$ cat config.mk
export PLATFORM = sky130hd
export DESIGN_NAME = spi_slave_ctrl_flat
export DESIGN_NICKNAME = d
export VERILOG_FILES = /design/src/rtl/spi_slave_ctrl_if.sv /design/src/rtl/spi_slave_ctrl.sv /design/src/flat_wrapper.sv
export SDC_FILE = /design/constraint.sdc
export NUM_CORES = 1
export LEC_CHECK = 0
export CAP_MARGIN = 40
export CORE_UTILIZATION = 45
export CTS_BUF_LIST = sky130_fd_sc_hd__clkbuf_8
export CTS_CLUSTER_SIZE = 20
export DETAILED_ROUTE_END_ITERATION = 7
export DONT_BUFFER_PORTS = 1
export GPL_TIMING_DRIVEN = 1
export SKIP_CTS_REPAIR_TIMING = 1
export SLEW_MARGIN = 20
export SYNTH_ARGS = -nofsm -noshare
export SYNTH_HDL_FRONTEND = slang
export SYNTH_SLANG_ARGS = --single-unit
$ cat constraint.sdc
create_clock -name clk -period 2.5 [get_ports clk]
set_clock_uncertainty 0.1 [all_clocks]
set_input_delay 0.375 -clock clk [delete_from_list [all_inputs] [get_ports clk]]
set_output_delay 0.375 -clock clk [all_outputs]
set_load 0.01 [all_outputs]
$ cat src/rtl/spi_slave_ctrl_if.sv
`timescale 1ns/1ps
// SPI pin-side and register-file-side signals of the SPI slave protocol engine.
interface spi_slave_ctrl_if #(
    parameter int unsigned ADDR_WIDTH = 7,
    parameter int unsigned DATA_WIDTH = 8
);
    logic                  cs_n;
    logic                  mosi;
    logic                  sclk_pos;
    logic                  sclk_neg;
    logic                  miso;
    logic                  miso_oe;
    logic [ADDR_WIDTH-1:0] mem_addr;
    logic                  mem_we;
    logic [DATA_WIDTH-1:0] mem_wdata;
    logic [DATA_WIDTH-1:0] mem_rdata;

    modport slave (
        input  cs_n, mosi, sclk_pos, sclk_neg, mem_rdata,
        output miso, miso_oe, mem_addr, mem_we, mem_wdata
    );

    modport master (
        output cs_n, mosi, sclk_pos, sclk_neg, mem_rdata,
        input  miso, miso_oe, mem_addr, mem_we, mem_wdata
    );
endinterface

$ cat src/rtl/spi_slave_ctrl.sv
`timescale 1ns/1ps
// SPI mode-0 slave engine: header (address + R/W) then data bytes to/from a register file.
// Define SPI_AUTOINC_EN for unbounded bursts with wrapping address auto-increment.
module spi_slave_ctrl #(
    parameter int unsigned ADDR_WIDTH = 7,
    parameter int unsigned DATA_WIDTH = 8
) (
    input  logic            clk,
    input  logic            rst_n,
    spi_slave_ctrl_if.slave bus
);
    localparam int unsigned      CNT_W     = $clog2(ADDR_WIDTH + 2);
    localparam logic [CNT_W-1:0] HDR_LAST  = CNT_W'(ADDR_WIDTH);
    localparam logic [CNT_W-1:0] DATA_LAST = CNT_W'(DATA_WIDTH - 1);

    typedef enum logic [2:0] {
        IDLE,
        HDR,
        RD_LOAD,
        RD_SHIFT,
        WR_DATA,
        WR_COMMIT,
        DONE
    } state_t;

    state_t                state, state_nxt;
    logic [CNT_W-1:0]      cnt, cnt_nxt;
    logic [ADDR_WIDTH-1:0] addr, addr_nxt;
    logic [DATA_WIDTH-1:0] wdata, wdata_nxt;
    logic [DATA_WIDTH-1:0] tx_sr, tx_sr_nxt;
    logic                  is_rd, is_rd_nxt;
    logic                  miso, miso_nxt;
    logic                  miso_oe, miso_oe_nxt;
    logic                  mem_we, mem_we_nxt;
    logic                  pos_ok, neg_ok;

    // A deasserted chip select or simultaneous edges make an edge pulse void.
    assign pos_ok = bus.sclk_pos & ~bus.sclk_neg & ~bus.cs_n;
    assign neg_ok = bus.sclk_neg & ~bus.sclk_pos & ~bus.cs_n;

    assign bus.miso      = miso;
    assign bus.miso_oe   = miso_oe;
    assign bus.mem_addr  = addr;
    assign bus.mem_we    = mem_we;
    assign bus.mem_wdata = wdata;

    always_ff @(posedge clk or negedge rst_n) begin
        if (!rst_n) begin
            state   <= IDLE;
            cnt     <= '0;
            addr    <= '0;
            wdata   <= '0;
            tx_sr   <= '0;
            is_rd   <= 1'b0;
            miso    <= 1'b0;
            miso_oe <= 1'b0;
            mem_we  <= 1'b0;
        end else begin
            state   <= state_nxt;
            cnt     <= cnt_nxt;
            addr    <= addr_nxt;
            wdata   <= wdata_nxt;
            tx_sr   <= tx_sr_nxt;
            is_rd   <= is_rd_nxt;
            miso    <= miso_nxt;
            miso_oe <= miso_oe_nxt;
            mem_we  <= mem_we_nxt;
        end
    end

    always_comb begin
        state_nxt = state;
        cnt_nxt   = cnt;
        addr_nxt  = addr;
        wdata_nxt = wdata;
        tx_sr_nxt = tx_sr;
        is_rd_nxt = is_rd;
        miso_nxt  = miso;

        case (state)
            IDLE: begin
                if (!bus.cs_n) state_nxt = HDR;
            end
            HDR: begin
                if (pos_ok) begin
                    cnt_nxt = cnt + 1'b1;
                    if (cnt == HDR_LAST) begin
                        is_rd_nxt = bus.mosi;
                        state_nxt = bus.mosi ? RD_LOAD : WR_DATA;
                    end else begin
                        addr_nxt = ADDR_WIDTH'({addr, bus.mosi});
                    end
                end
            end
            RD_LOAD: begin
                tx_sr_nxt = bus.mem_rdata;
                state_nxt = RD_SHIFT;
            end
            RD_SHIFT: begin
                if (neg_ok) begin
                    miso_nxt  = tx_sr[DATA_WIDTH-1];
                    tx_sr_nxt = DATA_WIDTH'({tx_sr, 1'b0});
                    cnt_nxt   = cnt + 1'b1;
                    if (cnt == DATA_LAST) begin
`ifdef SPI_AUTOINC_EN
                        addr_nxt  = addr + 1'b1;
                        state_nxt = RD_LOAD;
`else
                        state_nxt = DONE;
`endif
                    end
                end
            end
            WR_DATA: begin
                if (pos_ok) begin
                    wdata_nxt = DATA_WIDTH'({wdata, bus.mosi});
                    cnt_nxt   = cnt + 1'b1;
                    if (cnt == DATA_LAST) state_nxt = WR_COMMIT;
                end
            end
            WR_COMMIT: begin
                if (bus.cs_n) begin
                    state_nxt = IDLE;
                end else begin
`ifdef SPI_AUTOINC_EN
                    addr_nxt  = addr + 1'b1;
                    state_nxt = WR_DATA;
`else
                    state_nxt = DONE;
`endif
                end
            end
            DONE: begin
            end
            default: state_nxt = IDLE;
        endcase

        // Chip select release aborts everything except an already committed write.
        if (bus.cs_n && (state != WR_COMMIT)) state_nxt = IDLE;
        if (state_nxt != state) cnt_nxt = '0;
        if (state_nxt == IDLE) miso_nxt = 1'b0;

        miso_oe_nxt = ~bus.cs_n & ((state_nxt == RD_LOAD) || (state_nxt == RD_SHIFT) ||
                                   ((state_nxt == DONE) && is_rd_nxt));
        mem_we_nxt  = (state_nxt == WR_COMMIT);
    end
endmodule
$ cat src/flat_wrapper.sv
// flat-port wrapper written by rule: the top's interface ports become plain ports
module spi_slave_ctrl_flat 
#(
    parameter int unsigned ADDR_WIDTH = 7,
    parameter int unsigned DATA_WIDTH = 8
)
  (clk, rst_n, bus_cs_n, bus_mosi, bus_sclk_pos, bus_sclk_neg, bus_mem_rdata, bus_miso, bus_miso_oe, bus_mem_addr, bus_mem_we, bus_mem_wdata);
  spi_slave_ctrl_if #(.ADDR_WIDTH(ADDR_WIDTH), .DATA_WIDTH(DATA_WIDTH)) bus_i ();
  input  logic clk;
  input  logic rst_n;
  input wire logic [$bits(bus_i.cs_n)-1:0] bus_cs_n;
  input wire logic [$bits(bus_i.mosi)-1:0] bus_mosi;
  input wire logic [$bits(bus_i.sclk_pos)-1:0] bus_sclk_pos;
  input wire logic [$bits(bus_i.sclk_neg)-1:0] bus_sclk_neg;
  input wire logic [$bits(bus_i.mem_rdata)-1:0] bus_mem_rdata;
  output wire logic [$bits(bus_i.miso)-1:0] bus_miso;
  output wire logic [$bits(bus_i.miso_oe)-1:0] bus_miso_oe;
  output wire logic [$bits(bus_i.mem_addr)-1:0] bus_mem_addr;
  output wire logic [$bits(bus_i.mem_we)-1:0] bus_mem_we;
  output wire logic [$bits(bus_i.mem_wdata)-1:0] bus_mem_wdata;
  assign bus_i.cs_n = bus_cs_n;
  assign bus_i.mosi = bus_mosi;
  assign bus_i.sclk_pos = bus_sclk_pos;
  assign bus_i.sclk_neg = bus_sclk_neg;
  assign bus_i.mem_rdata = bus_mem_rdata;
  assign bus_miso = bus_i.miso;
  assign bus_miso_oe = bus_i.miso_oe;
  assign bus_mem_addr = bus_i.mem_addr;
  assign bus_mem_we = bus_i.mem_we;
  assign bus_mem_wdata = bus_i.mem_wdata;
  spi_slave_ctrl #(.ADDR_WIDTH(ADDR_WIDTH), .DATA_WIDTH(DATA_WIDTH)) u_core (.clk(clk), .rst_n(rst_n), .bus(bus_i));
endmodule
==> out/results.md <==
## Synthesis
• **Ys Warns** 0
• **Async SR Flop Fraction** 100%
• **commonest register cell after synthesis** dfrtp_1
• **average cell area after synthesis** 11.6 um^2
• **distinct cell type count of the synthesized netlist** 39
• **synthesized area** 1640 um^2
• **number of nets produced by synthesis** 157
• **area leader, netlist** dfrtp_1
• **sequential fraction of the synthesis area** 51.8%
• **Post-synth EDFFs** 0
• **cell count after synthesis** 142
• **Synth top area share** 51.8%
• **flop and latch count out of synthesis** 34
• **cell types with the largest area share after synthesis** dfrtp_1 (52%), mux2_2 (11%), mux2i_1 (4.9%)

## Timing
• **peak clock frequency supported by timing** 0.477 GHz
• **Final setup violation count** 0
• **minimum clock period** 2100 ps
• **worst slew slack as a fraction of its limit** 67.1%
• **share of the clock period used by the worst path after layout** 83.9%
• **final number of hold-violating endpoints** 0
• **Worst Max-Slew Pin Slew** 492 ps
• **worst hold slack** 135 ps
• **Max Slew Vio Count** 0
• **aggregate negative setup slack** 0 ps
• **unrepaired setup endpoints after global routing** no

## Layout
• **fraction of layout cells with a size suffix above 1** 22.1%
• **Finished Core Util** 52.2%
• **number of standard cells in the layout, taps in and fillers out** 191
• **synth-to-layout area growth** 8.54%
• **Final Cell Area** 1780 um^2
• **commonest non-fill, non-tap cells in the layout** dfrtp_1 (34), mux2_2 (16), nor2_1 (13), a21oi_1 (10)
• **# fillers** 315
• **number of diodes added for antenna fixing** 0
• **final-stage net count** 159
• **leading cell type in the layout, fill and taps excluded** dfrtp_1

## Worst setup path
• **arrival time of the worst setup path** 2210 ps
• **kind of start point of the critical path** flip-flop
• **capturing element of the worst setup path** u_core.tx_sr[6]
• **Crit path required time** 2610 ps
• **R2R Path Start** u_core.state[0]
• **count of cells along the worst register-to-register path** 5
• **class of the most critical setup path** reg2reg
• **launch point of the critical path** u_core.state[0]
• **Critical Path Fanout Max** 14
• **kind of end point of the critical path** flip-flop
• **register-to-register setup slack** 400 ps
• **critical register-to-register path endpoint** u_core.tx_sr[6]

## Place
• **Port-buffer cells** 0
• **global placer's final weighted congestion** 0.830
• **detailed-placement wirelength estimate** 2050 um
• **instance area after placement** 1660 um^2
• **Placed Instances** 181

## Clocking
• **total clock buffers created by CTS** 5
• **cell at the root of the clock tree** clkbuf_8
• **CTS clk-pin slew, worst paths** 70 ps
• **CTS sink count** 34
• **clock tree from TritonCTS** built
• **Clock Latency Late Sink** 280 ps
• **buffer depth of the longest clock path** 2
• **Clock H-tree levels** 2

## Global routing
• **overall routing resource usage** 16.6%
• **maximum number of pins on one net before global-route repair** 35
• **global-route wire length before repair** 4940 um
• **initial antenna violation count** 0
• **via count of the first global-routing pass** 1032
• **leftover overflow at the end of global routing** 0

## Routing
• **wire length per cell** 15.0 um
• **DRC violations left** 0
• **post-route antenna net violation count** 0
• **routed metal-1 wirelength** 1230 um
• **DR iter-0 viols** 53
• **DRT Pass-1 Iters** 4
• **highest metal layer with signal wires** met4
• **via count** 1061
• **WL met2** 1390 um
• **Via density** 5.55
• **met3 wire length** 204 um
• **wirelength, routed** 2860 um

## Floorplan
• **total number of placement rows** 21
• **width of the chip** 62.4 um
• **count of pins on the block boundary** 32
• **placeable core area** 3420 um^2
• **height of the chip** 62.4 um
• **effective utilization at floorplan** 48.1%
• **area of the die** 3890 um^2

## Hold path
• **Hold/Removal Path Class** in2reg

## Power and ir drop
• **highest ir drop seen on vdd** 0.264 mV
• **Pwr Density** 609 nW/um^2
• **leakage power summed over all cells** 0.877 nW

## Job
• **number of violations of the max-capacitance limit** 0

## Status
• **status** finished, final reports clean

==> report_power, final <==
part | total, mW | internal [mW] | switching (mW)
logic | 0.0656 | 0.0336 | 0.0320
registers | 0.594 | 0.569 | 0.0256
clock network | 0.425 | 0.221 | 0.204
==> synthesized netlist by cell type, types with 3 or more instances <==
library cell and n:
mux2i_1 8, inv_1 3, o21ai_0 5, dfrtp_1 34, buf_2 4, nand2_1 8
nor2_1 13, and2_1 3, a21oi_1 10, nand3_1 6, xnor2_1 3, mux2_2 16
==> state kept, by name (all words and copies together), names as in the netlist <==
register / cells
u_core.bus.miso_oe: 1
u_core.cnt: 4
u_core.bus.mem_addr: 7
u_core.tx_sr: 8
u_core.bus.mem_wdata: 8
u_core.bus.miso: 1
u_core.bus.mem_we: 1
u_core.is_rd: 1
u_core.state: 3
==> metrics by stage <==
stage	power, mW	worst slack [ps]
after global routing	1.14	197
after CTS	1.08	410
after floorplan	0.649	714
final	1.08	402
after global placement	0.654	479
after detailed placement	0.656	416
==> worst min path at each step <==
stage                     depth (start not counted)     start  slack, ps                 endpoint
final                                             1  bus_mosi        130  u_core.bus.mem_wdata[0]
after global routing                              1  bus_mosi        120  u_core.bus.mem_wdata[0]
after CTS                                         0     rst_n       -330   u_core.bus.mem_addr[6]
after detailed placement                          0     rst_n        -20  u_core.bus.mem_wdata[5]
after global placement                            0     rst_n        -20   u_core.bus.mem_addr[6]
after floorplan                                   0     rst_n        -20   u_core.bus.mem_addr[0]
==> worst max-delay path: stages (launching register included) <==
cell and delay, ps:
dfrtp_1 570, nor2b_1 480, nand3_1 270, nand2_1 400
nor2_1 80, a21oi_1 130
==> cell families (layout without fill, tap and decap cells) <==
logic type | count (synthesis) | count (layout) | share of synthesized area, %
mux | 24 | 24 | 15.9
compound gates | 24 | 24 | 10.1
xor+xnor | 4 | 4 | 2.13
flops | 34 | 34 | 51.8
buf+inv | 10 | 13 | 3.28
simple gates | 45 | 45 | 16.1
fa+ha+maj | 1 | 1 | 0.762
==> routing by layer <==
layer,global-route usage [%],vias to the layer above
met4,5.23,0
met2,25.7,31
met1,20.1,525
met5,0,-
li1,-,500
met3,8.21,5
==> cell type report <==
cell class	count	area [um^2]	share of cell area (%)
multi-input cells	98	737	41.4
flip-flops and latches	34	851	47.8
clock buffers	6	82.6	4.63
inverters	3	11.3	0.632
well taps	46	57.6	3.23
repair buffers	2	30.0	1.69
clock inverters	2	12.5	0.702
Power figures use the tool's default switching activity.
